**src/rtl/mem_arbiter_pkg.sv**
```systemverilog
// Shared types and helpers for the mem_arbiter front end.
package mem_arb_pkg;

  typedef enum logic [1:0] {
    IDLE,
    ISSUE,
    WAIT_RD,
    WAIT_WR
  } mem_arb_state_e;

  function automatic int unsigned port_idx_width(input int unsigned n);
    return $clog2(n);
  endfunction

endpackage

```
**src/rtl/mem_arbiter_if.sv**
```systemverilog
// Client request/response bus plus the mem_ctrl request port, as seen by mem_arbiter.
// slave = arbiter side, master = the clients and mem_ctrl driving it.
interface mem_arbiter_if #(
  parameter int unsigned num_ports  = 4,
  parameter int unsigned addr_width = 32,
  parameter int unsigned line_width = 64
);

  logic [num_ports-1:0]                 req_valid_i;
  logic [num_ports-1:0]                 req_write_i;
  logic [num_ports-1:0][addr_width-1:0] req_addr_i;
  logic [num_ports-1:0][line_width-1:0] req_wdata_i;
  logic [num_ports-1:0]                 req_ready_o;
  logic [num_ports-1:0]                 rsp_valid_o;
  logic                                 rsp_write_o;
  logic [line_width-1:0]                rsp_data_o;

  logic                                 mem_data_ready_i;
  logic [addr_width-1:0]                mem_addr_o;
  logic                                 mem_r_valid_o;
  logic                                 mem_w_valid_o;
  logic [line_width-1:0]                mem_write_o;
  logic                                 mem_r_valid_i;
  logic [line_width-1:0]                mem_read_i;

  modport slave (
    input  req_valid_i, req_write_i, req_addr_i, req_wdata_i,
    output req_ready_o, rsp_valid_o, rsp_write_o, rsp_data_o,
    input  mem_data_ready_i, mem_r_valid_i, mem_read_i,
    output mem_addr_o, mem_r_valid_o, mem_w_valid_o, mem_write_o
  );

  modport master (
    output req_valid_i, req_write_i, req_addr_i, req_wdata_i,
    input  req_ready_o, rsp_valid_o, rsp_write_o, rsp_data_o,
    output mem_data_ready_i, mem_r_valid_i, mem_read_i,
    input  mem_addr_o, mem_r_valid_o, mem_w_valid_o, mem_write_o
  );

endinterface

```
**src/rtl/mem_arbiter_rr_arbiter.sv**
```systemverilog
// Combinational round-robin picker: searches from ptr_i+1, wrapping modulo num_ports.
module rr_arbiter
  import mem_arb_pkg::*;
#(
  parameter  int unsigned num_ports = 4,
  localparam int unsigned IdxW      = port_idx_width(num_ports)
) (
  input  logic [num_ports-1:0] req_i,
  input  logic [IdxW-1:0]      ptr_i,
  output logic [num_ports-1:0] gnt_o,
  output logic [IdxW-1:0]      idx_o
);

  always_comb begin
    logic        found;
    int unsigned cand;
    gnt_o = '0;
    idx_o = '0;
    found = 1'b0;
    cand  = 0;
    for (int unsigned i = 1; i <= num_ports; i++) begin
      cand = (32'(ptr_i) + i) % num_ports;
      if (!found && req_i[cand]) begin
        found       = 1'b1;
        gnt_o[cand] = 1'b1;
        idx_o       = IdxW'(cand);
      end
    end
  end

endmodule

```
**src/rtl/mem_arbiter.sv**
```systemverilog
// Round-robin multi-client front end for mem_ctrl, one transaction outstanding.
// Define MEM_ARB_PORT0_PRIO_EN to give port 0 absolute priority over the others.
module mem_arbiter
  import mem_arb_pkg::*;
#(
  parameter int unsigned num_ports  = 4,
  parameter int unsigned addr_width = 32,
  parameter int unsigned line_width = 64
) (
  input  logic          clk_i,
  input  logic          rst_ni,
  mem_arbiter_if.slave  bus
);

  localparam int unsigned     IdxW     = port_idx_width(num_ports);
  localparam logic [IdxW-1:0] LastPort = IdxW'(num_ports - 1);
`ifdef MEM_ARB_PORT0_PRIO_EN
  localparam bit Port0Prio = 1'b1;
`else
  localparam bit Port0Prio = 1'b0;
`endif

  mem_arb_state_e        state_q, state_d;
  logic [IdxW-1:0]       last_grant_q, last_grant_d;
  logic [IdxW-1:0]       idx_q, idx_d;
  logic                  write_q, write_d;
  logic [addr_width-1:0] addr_q, addr_d;
  logic [line_width-1:0] wdata_q, wdata_d;
  logic [line_width-1:0] rsp_data_q, rsp_data_d;

  logic [num_ports-1:0]  arb_req, arb_gnt, win_gnt;
  logic [IdxW-1:0]       arb_idx, win_idx;

  // In priority mode port 0 is removed from the rotation and overrides it.
  assign arb_req = Port0Prio ? {bus.req_valid_i[num_ports-1:1], 1'b0} : bus.req_valid_i;

  rr_arbiter #(.num_ports(num_ports)) u_rr (
    .req_i (arb_req),
    .ptr_i (last_grant_q),
    .gnt_o (arb_gnt),
    .idx_o (arb_idx)
  );

  always_comb begin
    win_gnt = arb_gnt;
    win_idx = arb_idx;
    if (Port0Prio && bus.req_valid_i[0]) begin
      win_gnt = num_ports'(1);
      win_idx = '0;
    end
  end

  always_comb begin
    state_d      = state_q;
    last_grant_d = last_grant_q;
    idx_d        = idx_q;
    write_d      = write_q;
    addr_d       = addr_q;
    wdata_d      = wdata_q;
    rsp_data_d   = rsp_data_q;

    bus.req_ready_o   = '0;
    bus.rsp_valid_o   = '0;
    bus.rsp_write_o   = 1'b0;
    bus.rsp_data_o    = rsp_data_q;
    bus.mem_addr_o    = addr_q;
    bus.mem_write_o   = wdata_q;
    bus.mem_r_valid_o = 1'b0;
    bus.mem_w_valid_o = 1'b0;

    unique case (state_q)
      IDLE: begin
        if (bus.mem_data_ready_i && |bus.req_valid_i) begin
          bus.req_ready_o = win_gnt;
          idx_d           = win_idx;
          write_d         = bus.req_write_i[win_idx];
          addr_d          = bus.req_addr_i[win_idx];
          wdata_d         = bus.req_wdata_i[win_idx];
          if (!Port0Prio || win_idx != '0) begin
            last_grant_d = win_idx;
          end
          state_d = ISSUE;
        end
      end
      ISSUE: begin
        bus.mem_r_valid_o = !write_q;
        bus.mem_w_valid_o = write_q;
        state_d           = write_q ? WAIT_WR : WAIT_RD;
      end
      WAIT_RD: begin
        if (bus.mem_r_valid_i) begin
          bus.rsp_valid_o[idx_q] = 1'b1;
          bus.rsp_data_o         = bus.mem_read_i;
          rsp_data_d             = bus.mem_read_i;
          state_d                = IDLE;
        end
      end
      WAIT_WR: begin
        if (bus.mem_data_ready_i) begin
          bus.rsp_valid_o[idx_q] = 1'b1;
          bus.rsp_write_o        = 1'b1;
          state_d                = IDLE;
        end
      end
      default: state_d = IDLE;
    endcase
  end

  always_ff @(posedge clk_i or negedge rst_ni) begin
    if (!rst_ni) begin
      state_q      <= IDLE;
      last_grant_q <= LastPort;
      idx_q        <= '0;
      write_q      <= 1'b0;
      addr_q       <= '0;
      wdata_q      <= '0;
      rsp_data_q   <= '0;
    end else begin
      state_q      <= state_d;
      last_grant_q <= last_grant_d;
      idx_q        <= idx_d;
      write_q      <= write_d;
      addr_q       <= addr_d;
      wdata_q      <= wdata_d;
      rsp_data_q   <= rsp_data_d;
    end
  end

endmodule

```
**src/flat_wrapper.sv**
```systemverilog
// flat-port wrapper written by rule: the top's interface ports become plain ports
module mem_arbiter_flat import mem_arb_pkg::*;
#(
  parameter int unsigned num_ports  = 4,
  parameter int unsigned addr_width = 32,
  parameter int unsigned line_width = 64
)
  (clk_i, rst_ni, bus_req_valid_i, bus_req_write_i, bus_req_addr_i, bus_req_wdata_i, bus_req_ready_o, bus_rsp_valid_o, bus_rsp_write_o, bus_rsp_data_o, bus_mem_data_ready_i, bus_mem_r_valid_i, bus_mem_read_i, bus_mem_addr_o, bus_mem_r_valid_o, bus_mem_w_valid_o, bus_mem_write_o);
  mem_arbiter_if #(.num_ports(num_ports), .addr_width(addr_width), .line_width(line_width)) bus_i ();
  input  logic clk_i;
  input  logic rst_ni;
  input wire logic [$bits(bus_i.req_valid_i)-1:0] bus_req_valid_i;
  input wire logic [$bits(bus_i.req_write_i)-1:0] bus_req_write_i;
  input wire logic [$bits(bus_i.req_addr_i)-1:0] bus_req_addr_i;
  input wire logic [$bits(bus_i.req_wdata_i)-1:0] bus_req_wdata_i;
  output wire logic [$bits(bus_i.req_ready_o)-1:0] bus_req_ready_o;
  output wire logic [$bits(bus_i.rsp_valid_o)-1:0] bus_rsp_valid_o;
  output wire logic [$bits(bus_i.rsp_write_o)-1:0] bus_rsp_write_o;
  output wire logic [$bits(bus_i.rsp_data_o)-1:0] bus_rsp_data_o;
  input wire logic [$bits(bus_i.mem_data_ready_i)-1:0] bus_mem_data_ready_i;
  input wire logic [$bits(bus_i.mem_r_valid_i)-1:0] bus_mem_r_valid_i;
  input wire logic [$bits(bus_i.mem_read_i)-1:0] bus_mem_read_i;
  output wire logic [$bits(bus_i.mem_addr_o)-1:0] bus_mem_addr_o;
  output wire logic [$bits(bus_i.mem_r_valid_o)-1:0] bus_mem_r_valid_o;
  output wire logic [$bits(bus_i.mem_w_valid_o)-1:0] bus_mem_w_valid_o;
  output wire logic [$bits(bus_i.mem_write_o)-1:0] bus_mem_write_o;
  assign bus_i.req_valid_i = bus_req_valid_i;
  assign bus_i.req_write_i = bus_req_write_i;
  assign bus_i.req_addr_i = bus_req_addr_i;
  assign bus_i.req_wdata_i = bus_req_wdata_i;
  assign bus_req_ready_o = bus_i.req_ready_o;
  assign bus_rsp_valid_o = bus_i.rsp_valid_o;
  assign bus_rsp_write_o = bus_i.rsp_write_o;
  assign bus_rsp_data_o = bus_i.rsp_data_o;
  assign bus_i.mem_data_ready_i = bus_mem_data_ready_i;
  assign bus_i.mem_r_valid_i = bus_mem_r_valid_i;
  assign bus_i.mem_read_i = bus_mem_read_i;
  assign bus_mem_addr_o = bus_i.mem_addr_o;
  assign bus_mem_r_valid_o = bus_i.mem_r_valid_o;
  assign bus_mem_w_valid_o = bus_i.mem_w_valid_o;
  assign bus_mem_write_o = bus_i.mem_write_o;
  mem_arbiter #(.num_ports(num_ports), .addr_width(addr_width), .line_width(line_width)) u_core (.clk_i(clk_i), .rst_ni(rst_ni), .bus(bus_i));
endmodule
```
**config.mk**
```make
export PLATFORM = sky130hd
export DESIGN_NAME = mem_arbiter_flat
export DESIGN_NICKNAME = d
export VERILOG_FILES = /design/src/rtl/mem_arbiter_pkg.sv /design/src/rtl/mem_arbiter_if.sv /design/src/rtl/mem_arbiter_rr_arbiter.sv /design/src/rtl/mem_arbiter.sv /design/src/flat_wrapper.sv
export SDC_FILE = /design/constraint.sdc
export NUM_CORES = 1
export LEC_CHECK = 0
export BUFFER_PORTS_ARGS = -buffer_cell sky130_fd_sc_hd__buf_4
export CORE_AREA = 2 2 245 247
export CTS_BUF_LIST = sky130_fd_sc_hd__clkbuf_16
export DETAILED_ROUTE_END_ITERATION = 16
export DIE_AREA = 0 0 247 249
export GPL_TIMING_DRIVEN = 0
export SLEW_MARGIN = 15
export SYNTH_ARGS = -nofsm -noshare
export SYNTH_HDL_FRONTEND = slang
export SYNTH_SLANG_ARGS = --single-unit
```
**constraint.sdc**
```tcl
create_clock -name clk_i -period 4.1 [get_ports clk_i]
set_input_delay 0.41 -clock clk_i [delete_from_list [all_inputs] [get_ports clk_i]]
set_output_delay 0.41 -clock clk_i [all_outputs]
set_load 0.01 [all_outputs]
```
# Yosys cells after proc, flatten, opt, wreduce, memory -nomap -nowiden
# Cells that the tools add are included.
word_totals:
  regBits: 167
  inputBits: 460
  word_cells: 99
classes:
  addsub: 4
  n_lt_le_gt_ge: 11
  n_eq_ne: 6
  mux: 51
  bitwise: 3
  n_reduce_logical: 17
op_table:
  columns: ["cell", "count"]
  rows:
  - ["two-way mux 64 bit", 3]
  - ["binary-select mux 64 bit (select 2 bit)", 1]
  - ["binary-select mux 32 bit (select 2 bit)", 1]
  - ["two-way mux 32 bit", 1]
  - ["two-way mux 4 bit", 8]
  - ["< comparator 2 x 3 -> 1 bit (second input constant)", 6]
  - ["two-way mux 1 bit", 18]
  - ["two-way mux 2 bit", 7]
  - ["OR 4 bit", 3]
  - ["binary-select mux 1 bit (select 2 bit)", 5]
  - ["demux 1 bit (select 2 bit)", 5]
  - ["greater-or-equal comparator 2 x 1 -> 1 bit (second input constant)", 5]
  - ["logical AND 1 bit", 9]
  - ["one-hot mux 2 bit (4 select lines)", 1]
  - ["one-hot mux 4 bit (2 select lines)", 1]
  - ["adder 2 x 1 -> 2 bit (second input constant)", 2]
  - ["adder 2 bit (second input constant)", 2]
  - ["== test 2 bit (second input constant)", 2]
  - ["zero test 1 bit", 4]
  - ["inequality test 2 bit (second input constant)", 2]
  - ["OR reduction 4 bit", 1]
  - ["AND reduction 3 bit", 1]
  - ["== test 2 x 1 -> 1 bit (second input constant)", 1]
  - ["zero test 2 bit", 1]
  - ["other kinds (2)", 2]

# Depth between registers and ports, before layout
# Gate-level depths: netlist of the first run.
depth:
  ltp_word: 15
  depth_mapped: 14
  ltp_nobuf: 7

# Hierarchy
# Synthesis of the first run repeated with hierarchy kept, for this count alone.
unflattened:
  hier_cells: 552
  area_unflattened_um2: 9103.7
by_module_without_submodules:
  columns: ["module", "n_inst", "cells_each", "area_per_inst_um2"]
  rows:
  - ["mem_arbiter", 1, 493, 8613.3]
  - ["rr_arbiter", 1, 59, 490.5]

# Worst setup path before layout of the first run
# OpenSTA, ideal clock, no wires.
synth_timing:
  path_type: "register to register"
  startpoint: "register u_core.last_grant_q[0]"
  endpoint: "register u_core.wdata_q[10] (netlist: u_core.bus.mem_write_o[10])"
  setup_ns: 0.143
  arrival_time_ns: 3.195
  t_required_ns: 3.957
  path_slack_ns: 0.762
  path_stages_with_launch: 15
  synth_period_minus_slack_ns: 3.338
  cell_sequence: "dfstp_2 buf_2 clkbuf_1 inv_1 ha_1 mux4_2 buf_6 nand2b_4 buf_6 and2_4 buf_6 buf_6 buf_6 a311oi_1 o221ai_1"
synth_between:
  elab_chain_len: 15
  elab_cells_between_ends: 27
  classes_between: "add/sub: 4; mux: 17; reduce/logical: 6"
synth_rtl:
  columns: ["element", "line", "text"]
  rows:
  - ["start, declared", "mem_arbiter.sv:24", "logic [IdxW-1:0] last_grant_q, last_grant_d;"]
  - ["start signal, assigned", "mem_arbiter.sv:112", "last_grant_q <= LastPort;"]
  - ["start signal, assigned", "mem_arbiter.sv:120", "last_grant_q <= last_grant_d;"]
  - ["adder 2 x 1 -> 2 bit", "mem_arbiter_rr_arbiter.sv:22", "cand = (32'(ptr_i) + i) % num_ports;"]
  - ["binary-select mux 1 bit (select 2 bit)", "mem_arbiter_rr_arbiter.sv:23", "if (!found && req_i[cand]) begin"]
  - ["two-way mux 1 bit (not written as such)", "mem_arbiter_rr_arbiter.sv:23", null]
  - ["two-way mux 1 bit", "mem_arbiter_rr_arbiter.sv:23", null]
  - ["zero test 1 bit", "mem_arbiter_rr_arbiter.sv:23", null]
  - ["logical AND 1 bit", "mem_arbiter_rr_arbiter.sv:23", null]
  - ["two-way mux 1 bit", "mem_arbiter_rr_arbiter.sv:23", null]
  - ["zero test 1 bit", "mem_arbiter_rr_arbiter.sv:23", null]
  - ["logical AND 1 bit", "mem_arbiter_rr_arbiter.sv:23", null]
  - ["two-way mux 1 bit", "mem_arbiter_rr_arbiter.sv:23", null]
  - ["zero test 1 bit", "mem_arbiter_rr_arbiter.sv:23", null]
  - ["logical AND 1 bit", "mem_arbiter_rr_arbiter.sv:23", null]
  - ["two-way mux 2 bit (*)", "mem_arbiter_rr_arbiter.sv:23", null]
  - ["binary-select mux 64 bit (select 2 bit) (*)", "mem_arbiter.sv:78", "wdata_d = bus.req_wdata_i[win_idx];"]
  - ["two-way mux 64 bit (not written as such) (*)", "mem_arbiter.sv:78", null]
  - ["end signal, assigned", "mem_arbiter.sv:124", "wdata_q <= wdata_d;"]
  - ["end, declared", "mem_arbiter.sv:28", "logic [line_width-1:0] wdata_q, wdata_d;"]
# Mark *: on every way between the ends. The rest lies on a longest branch, timed or not. The select of a mux whose other input is x is not followed.
# A chain may end at the register's enable or synchronous reset.

# Worst setup path after layout of the first run
layout_timing:
  startpoint: "register u_core.last_grant_q[0]"
  endpoint: "register u_core.wdata_q[23] (netlist: u_core.bus.mem_write_o[23])"
# Same word-level chain as after synthesis.

==> flow_summary.yaml, run 1 <==
yosys:
  synth_top_area_cell: "dfrtp_1"
  synth_seq_cells: 167
  synth_edf_count: 0
  synthCells: 1128
  synth.net_count: 1596
  synth_cell_types: 49
  ys_warn_count: 0
  synth_area_leaders: "dfrtp_1 35%, mux2i_1 17%, a2111oi_0 7.3%"
  avgSynthCellArea_um2: 10.4
  netlist_area_um2: 11700
  async_flop_share_pct: 100
  synth_flop_cell: "dfrtp_1"
  seq_area_frac_synth_pct: 35.8
  synth_common_cells: "198 x mux2i_1, 165 x dfrtp_1, 104 x inv_1"
  synth.top_cell.area_share_pct: 35.3
  synth_most_common_cell: "mux2i_1"
global_routing:
  antenna_found_initial: 2
  grt_overflow_total: 0
  grt_pass1_vias: 13400
  track_usage_pct: 18.2
  grt_pass1_wl_um: 84200
  grt_max_degree: 87
place:
  post-dp-hpwl_um: 44600
  dp_slack_ps: -577
  gp_congestion: 0.881
  numPortBuffers: 628
  placed_cells: 2530
worst_hold_path:
  hold_class: "in -> reg"
floorplan:
  die-area_um2: 61500
  core_um2: 58700
  die_h_um: 249
  die_x_um: 247
  io_pins: 631
  row_count: 89
  start_util_pct: 19.9
power_and_ir_drop:
  vdd_drop_max_mv: 0.379
  p_leak_nw: 8.37
  power.density_nw_per_um2: 723
sta:
  finalCritPeriodShare_pct: 93.4
  hold_viol: 0
  fin_crit_ps: 3830
  max_freq_ghz: 0.261
  max-slew-margin-rel_pct: 29.6
  rsz0062_at_grt: "no"
  skew_ps: 16.3
  setup_violations: 0
  drv_slew: 0
  tns_ps: 0
  holdWs_ps: 157
  timing.final.ws_setup_ps: 270
  worst_slew_pin_slew_ps: 1060
routing:
  antenna_left: 0
  wl_um: 57800
  drt-initial-drc-count: 769
  via_count: 12800
  vias_per_cell: 4.97
  drc: 0
  wl_per_cell_um: 22.5
  dr.pass1.iters: 5
cts:
  clkSlewWorstSetupHoldPaths_ps: 90
  cts_root_buf: "clkbuf_16"
  clk_latency_ps: 500
  numClockSinks: 167
  cts_buffer_depth: 2
  htree_num_levels: 4
  cts_tree: "done"
  cts_made_buffers: 17
setup_path:
  cp.required_ps: 4440
  worstSetupPathType: "reg -> reg"
  arrival_ps: 4170
  crit_fanout: 10
  start_kind: "register"
  end_kind: "register"
run:
  maxCapViolations: 0
cells_and_area:
  final_cells: 2569
  multiInputGateArea_um2: 6520
  drive_above_1_share_pct: 44.4
  final_nets: 2251
  n_fill_cell: 6080
  insertedDiodeCount: 0
  area_growth_pct: 55.6
  seq_area_um2: 4180
status:
  status: "finished clean"
==> report_power, final <==
group / internal [mW] / switching, mW / total (mW)
logic: 3.84 / 4.64 / 8.48
registers: 2.45 / 0.405 / 2.86
clock network: 0.846 / 0.957 / 1.80
total: 7.14 / 6.00 / 13.1
==> metal layers <==
layer	track usage, %	vias to the layer above	wire, um
met2	31.6	598	29300
met1	22.1	6363	23400
met3	4.04	58	4000
met5	0	-	0
met4	5.85	0	1080
li1	-	5755	-
==> worst paths after layout <==
check	start	end	slack, ps	cells past startpoint
max reg2reg	u_core.last_grant_q[0]	u_core.bus.mem_write_o[23]	270	13
min	bus_mem_read_i[25]	u_core.rsp_data_q[25]	160	2
max	u_core.last_grant_q[0]	u_core.bus.mem_write_o[23]	270	13
max in group asynchronous	rst_ni	u_core.bus.mem_write_o[3]	2700	3
min reg2reg	u_core.rsp_data_q[34]	u_core.rsp_data_q[34]	500	1
min in group asynchronous	rst_ni	u_core.bus.mem_write_o[57]	430	2
==> timing repair <==
item / CTS / global route
setup endpoints to repair: 97 / 88
resized for setup: 8 / 14
pin swaps: 2 / 0
setup buffers: 4 / 3
hold buffers: 1 / 0
hold endpoints to repair: 81 / 0
==> cells by family after synthesis <==
kind of cell / after synthesis / synth area share [%]
compound gates: 317 / 23.6
mux: 267 / 23.9
buf+inv: 232 / 8.75
flops: 167 / 35.8
simple gates: 136 / 7.02
fa+ha+maj: 8 / 0.857
xor+xnor: 1 / 0.0750
==> metrics by stage <==
step	total power [mW]	util, %	area (um^2)
3_3_place_gp	11.1	29.6	17400
2_1_floorplan	7.68	-	11700
4_1_cts	13.2	30.9	18100
3_5_place_dp	11.3	29.7	17400
6_report	13.1	31.0	18200
5_1_grt	13.9	31.0	18200
==> cell type report <==
type | count | area share (%)
Timing Repair Buffer | 637 | 26.5
Buffer | 127 | 3.55
Inverter | 104 | 2.15
Clock buffer | 17 | 2.34
Clock inverter | 15 | 1.20
Tap cell | 773 | 5.32
Sequential cell | 167 | 23.0
Multi-Input combinational cell | 729 | 35.9
==> flip-flops by register name (all words and copies together), names as in the netlist <==
signal,flops
u_core.idx_q,2
u_core.write_q,1
u_core.bus.mem_addr_o,32
u_core.rsp_data_q,64
u_core.state_q,2
u_core.bus.mem_write_o,64
u_core.last_grant_q,2
==> critical path, cell delays in order, from the launching register on <==
cell	delay, ps
dfstp_2	580
buf_2	210
clkbuf_2	270
inv_1	150
ha_2	430
mux4_2	320
buf_6	160
a21o_1	160
a211oi_2	200
buf_6	250
buf_6	260
buf_6	220
mux2i_1	280
o221ai_1	160
==> placed cells by master (no fill, tap or decap), types with 2 or more instances in the layout <==
master / Yosys / final
buf_4: 8 / 641
mux2i_1: 198 / 196
dfrtp_1: 165 / 165
inv_1: 104 / 104
and2_1: 98 / 98
a311oi_1: 97 / 97
o221ai_1: 97 / 97
a2111oi_0: 97 / 96
clkbuf_1: 88 / 81
mux2_2: 66 / 66
clkbuf_16: 0 / 17
buf_2: 19 / 16
buf_6: 13 / 14
clkinv_8: 0 / 9
nand2_1: 9 / 8
nor2_1: 8 / 8
ha_1: 8 / 7
a21oi_1: 6 / 6
clkbuf_2: 0 / 5
nand3_1: 5 / 5
a22o_1: 4 / 4
a21o_1: 4 / 4
mux4_2: 3 / 3
nor3_1: 2 / 2
clkbuf_4: 0 / 2
inv_8: 0 / 2
inv_12: 0 / 2
dfstp_2: 2 / 2
Power figures use the tool's default switching activity.
==> run 2: changes to the inputs <==
- RECOVER_POWER: not set -> 50
==> run 2 against run 1 <==
The flow now finishes with violations (max-capacitance violations, max-slew violations); sequential share of layout area is 0.47 points higher; highest routed layer unchanged; via count is 0.17% lower; largest power group unchanged; sequential power hardly changed; clock skew hardly changed; fmax is 0.61% lower.
==> flow_summary.yaml, run 2 (synthesized netlist as in run 1, its figures left out) <==
cts:
  htree_num_levels: 4
  numClockSinks: 167
  cts_buffer_depth: 2
  cts_root_buf: "clkbuf_16"
  clkSlewWorstSetupHoldPaths_ps: 90
  clk_latency_ps: 500
  cts_made_buffers: 17
  cts_tree: "done"
status:
  status: "finished, violations left"
  violations: "max-capacitance violations, max-slew violations"
cells_and_area:
  insertedDiodeCount: 0
  final_nets: 2251
  final_cell_mix: "546 x buf_4, 196 x mux2i_1, 176 x clkbuf_1, 165 x dfrtp_1, 104 x inv_1"
  drive_above_1_share_pct: 39.1
  final_common_cell: "buf_4"
  n_fill_cell: 6179
  postLayoutCellArea_um2: 17800
  area_growth_pct: 52.5
power_and_ir_drop:
  p_clk_share_pct: 14.1
  power.density_nw_per_um2: 718
  p_sw_share_pct: 46.8
  vdd_drop_max_mv: 0.378
  power.share.sequential_pct: 22.3
  p_comb_share_pct: 63.6
  p_sw_mw: 5.99
  p_int_mw: 6.80
  p_leak_nw: 8.00
routing:
  antenna_left: 0
  drt-initial-drc-count: 756
  via_count: 12800
  drc: 0
  dr.pass1.iters: 5
  wl_per_cell_um: 22.5
  vias_per_cell: 4.96
  wl_um: 57900
run:
  maxCapViolations: 1
sta:
  worst_slew_pin_slew_ps: 2390
  finalCritPeriodShare_pct: 94.0
  max_freq_ghz: 0.259
  max-slew-margin-rel_pct: -59.6
  setup_violations: 0
  tns_ps: 0
  drv_slew: 82
  hold_viol: 0
  rsz0062_at_grt: "no"
  fin_crit_ps: 3850
  timing.final.ws_setup_ps: 246
  holdWs_ps: 155
  skew_ps: 16.3
place:
  numPortBuffers: 628
  gp_congestion: 0.881
  postPlaceCellArea_um2: 17400
  dp_slack_ps: -577
  post-dp-hpwl_um: 44600
setup_path:
  arrival_ps: 4260
  cp.required_ps: 4500
  start_kind: "register"
  r2r_cells: 13
  crit_fanout: 10
  worstSetupPathType: "reg -> reg"
  end_kind: "register"
floorplan:
  die_x_um: 247
  row_count: 89
  die_h_um: 249
  die-area_um2: 61500
  core_um2: 58700
  io_pins: 631
  start_util_pct: 19.9
global_routing:
  antenna_found_initial: 2
  grt_overflow_total: 0
  grt_max_degree: 87
  grt_pass1_wl_um: 84200
  grt_pass1_vias: 13400
  track_usage_pct: 18.2
worst_hold_path:
  hold_class: "in -> reg"
  hold_depth: 2
## run 2: cell count changes in the layout (fill, tap and decap cells not counted)
cell,delta
buf_4,-95
clkbuf_1,+95
buf_8,-1
clkbuf_2,+1
## run 2: worst paths after layout
check / endpoint / slack [ps] / startpoint
min in group asynchronous: u_core.bus.mem_write_o[57] / 1080 / rst_ni
hold reg to reg: u_core.rsp_data_q[63] / 500 / u_core.rsp_data_q[63]
hold / removal: u_core.rsp_data_q[25] / 160 / bus_mem_read_i[25]
max in group asynchronous: u_core.rsp_data_q[59] / 1500 / rst_ni
setup reg to reg: u_core.bus.mem_write_o[32] / 250 / u_core.last_grant_q[0]
setup / recovery: u_core.bus.mem_write_o[32] / 250 / u_core.last_grant_q[0]
## run 2: area by class of cell
type	instances	area, um^2	area share [%]
clock inverter	15	219	1.23
inverter	104	390	2.19
sequential	167	4180	23.5
tap	773	967	5.43
timing repair buffer	637	4460	25.0
buffer	127	646	3.63
multi-input combinational	729	6520	36.6
clock buffer	17	425	2.39
## run 2: stage by stage
step | std cells | power (mW) | util, %
floorplan | 1128 | 7.68 | -
global placement | 2529 | 11.1 | 29.6
detailed placement | 2530 | 11.3 | 29.7
CTS | 2567 | 13.2 | 30.9
global route | 2569 | 13.6 | 30.3
finish | 2569 | 12.8 | 30.3
## run 2: power groups by stage
stage / clock [mW] / sequential, mW / combinational, mW
after floorplan: 0 / 2.95 / 4.73
after global placement: 0 / 2.86 / 8.28
after detailed placement: 0 / 2.88 / 8.41
after CTS: 1.90 / 2.86 / 8.48
after global routing: 1.93 / 2.93 / 8.74
final: 1.80 / 2.85 / 8.14
## run 2: critical path, stage by stage, from the launching register on
cell and delay, ps:
dfstp_2 580, buf_2 210, clkbuf_2 270, inv_1 150, ha_2 430, mux4_2 320, buf_6 160, nand2b_4 130
buf_6 160, buf_2 220, clkbuf_1 270, a2111oi_0 640, a311oi_1 90, o221ai_1 110
## run 2: what timing repair did
item / CTS / global route
buffers inserted: 4 / 3
setup endpoints to repair: 97 / 88
pin swaps: 2 / 0
hold buffers: 1 / 0
gates cloned: 0 / 0
endpoints found under the hold margin: 81 / 0
gates resized for setup: 8 / 14
## run 2: routing by layer
metal  up-vias  wire length [um]  track usage, %
li1       5752                 -               -
met1      6324             23600            22.1
met2       609             29200            31.6
met3        67              3890            4.04
met4         0              1170            5.85
met5         -                 0               0
==> run 3: changes to the inputs <==
- CORE_AREA: 2 2 245 247 -> 2 2 248 250
- DIE_AREA: 0 0 247 249 -> 0 0 250 252
- HOLD_SLACK_MARGIN: not set -> 0.05
- clock period: 4.1 -> 3.5 ns (I/O delays scaled with it)
==> run 3 against run 2 <==
The flow still finishes with violations (max-capacitance violations, max-slew violations); design area grew 1.6%; non-clock buffer count grew 4; total power up 21%; final cell count grew 0.66%; critical path depth fell by 4; clock-buffer cell count unchanged; setup slack lost 130 ps.
==> flow_summary.yaml, run 3 (synthesized netlist as in run 1, its figures left out) <==
sta:
  setup_violations: 0
  fin_crit_ps: 3380
  tns_ps: 0
  finalCritPeriodShare_pct: 96.7
  max_freq_ghz: 0.295
  timing.final.ws_setup_ps: 115
  drv_slew: 45
  skew_ps: 15.9
  worst_slew_pin_slew_ps: 2700
  max-slew-margin-rel_pct: -80.3
  hold_viol: 0
  rsz0062_at_grt: "no"
global_routing:
  grt_overflow_total: 0
  grt_pass1_vias: 13400
  grt_max_degree: 68
  antenna_found_initial: 5
  grt_pass1_wl_um: 86000
  track_usage_pct: 18.2
cells_and_area:
  area_growth_pct: 55.0
  drive_above_1_share_pct: 41.4
  n_fill_cell: 6371
  final_nets: 2255
  postLayoutCellArea_um2: 18100
  final_cell_mix: "558 x buf_4, 185 x mux2i_1, 165 x dfrtp_1, 151 x clkbuf_1, 104 x inv_1"
  multiInputGateArea_um2: 6610
  final_common_cell: "buf_4"
  seq_area_um2: 4180
floorplan:
  die-area_um2: 63000
  core_um2: 60100
  row_count: 90
  die_x_um: 250
  start_util_pct: 19.4
  die_h_um: 252
  io_pins: 631
cts:
  cts_root_buf: "clkbuf_16"
  numClockSinks: 167
  cts_made_buffers: 17
  clkSlewWorstSetupHoldPaths_ps: 90
  clk_latency_ps: 490
  cts_buffer_depth: 2
  htree_num_levels: 4
  cts_tree: "done"
setup_path:
  cp.required_ps: 3890
  end_kind: "register"
  worstSetupPathType: "reg -> reg"
  crit_fanout: 10
  start_kind: "register"
  arrival_ps: 3780
  r2r_cells: 9
routing:
  wl_met3_um: 3890
  antenna_left: 0
  via_count: 12800
  met2_wirelength_um: 29200
  dr.pass1.iters: 5
  wl_per_cell_um: 23.2
  vias_per_cell: 4.95
  wl_um: 60000
  wl_met1_um: 24500
  drc: 0
  top_layer_used: "met5"
  drt-initial-drc-count: 734
power_and_ir_drop:
  power_mw: 15.5
  power.density_nw_per_um2: 855
  p_leak_nw: 8.15
  vdd_drop_max_mv: 0.413
worst_hold_path:
  hold_class: "in -> reg"
  hold_depth: 2
place:
  dp_slack_ps: -1390
  postPlaceCellArea_um2: 17500
  post-dp-hpwl_um: 46100
  gp_congestion: 0.884
  numPortBuffers: 628
status:
  violations: "max-capacitance violations, max-slew violations"
  status: "finished, violations left"
run:
  maxCapViolations: 1
[run 3: cell count changes in the layout (fill, tap and decap cells not counted), sizes merged]
cell	before	now
buf	579	593
bufinv	0	1
clkbuf	201	189
clkinv	10	8
diode	0	4
dlygate4sd3	1	2
dlymetal6s4s	0	1
inv	109	110
[run 3: final timing paths]
path / startpoint / endpoint / slack [ps]
worst max-delay path: u_core.last_grant_q[0] / u_core.bus.mem_write_o[4] / 120
worst min-delay path: bus_mem_read_i[39] / u_core.rsp_data_q[39] / 110
worst max register to register: u_core.last_grant_q[0] / u_core.bus.mem_write_o[4] / 120
worst min register to register: u_core.rsp_data_q[26] / u_core.rsp_data_q[26] / 500
max in group asynchronous: rst_ni / u_core.bus.mem_write_o[51] / 550
min in group asynchronous: rst_ni / u_core.rsp_data_q[7] / 1370
[run 3: repair_timing]
action                     in CTS  in global routing
hold buffers                    2                  0
pin swaps                       3                  0
hold endpoints to repair       43                  0
resized for setup              59                  9
buffers inserted                8                  2
cloned                          0                  0
setup endpoints to repair     103                 77
[run 3: layer usage]
metal	up-vias	global-route usage, %
met5	-	0
met1	6360	21.9
met4	4	8.73
met3	113	4.44
li1	5760	-
met2	575	30.6
[run 3: area by class of cell]
type | instances | share of cell area, %
Buffer | 125 | 3.92
Antenna cell | 4 | 0.0553
Clock inverter | 15 | 1.23
Tap cell | 782 | 5.41
Timing Repair Buffer | 643 | 25.3
Clock buffer | 17 | 2.35
Sequential cell | 167 | 23.1
Inverter | 104 | 2.16
Multi-Input combinational cell | 729 | 36.5
[run 3: power breakdown]
part	switching [mW]	internal, mW	total (mW)
Combinational	5.60	4.40	10.0
Sequential	0.459	2.87	3.33
Clock	1.09	1.05	2.15
[run 3: stage by stage]
step	std cells	hold slack [ps]	utilization (%)
2_1_floorplan	1128	54.4	-
3_3_place_gp	2538	480	28.9
3_5_place_dp	2541	309	29.0
4_1_cts	2580	53.7	30.6
5_1_grt	2584	68.5	30.1
6_report	2586	107	30.1
[run 3: critical path, stage by stage (launching register included)]
cell	delay, ps
dfstp_2	580
buf_4	160
mux2_2	390
or2_2	300
buf_2	300
clkbuf_1	370
clkbuf_1	340
a2111oi_2	630
a311oi_1	100
o221ai_1	90
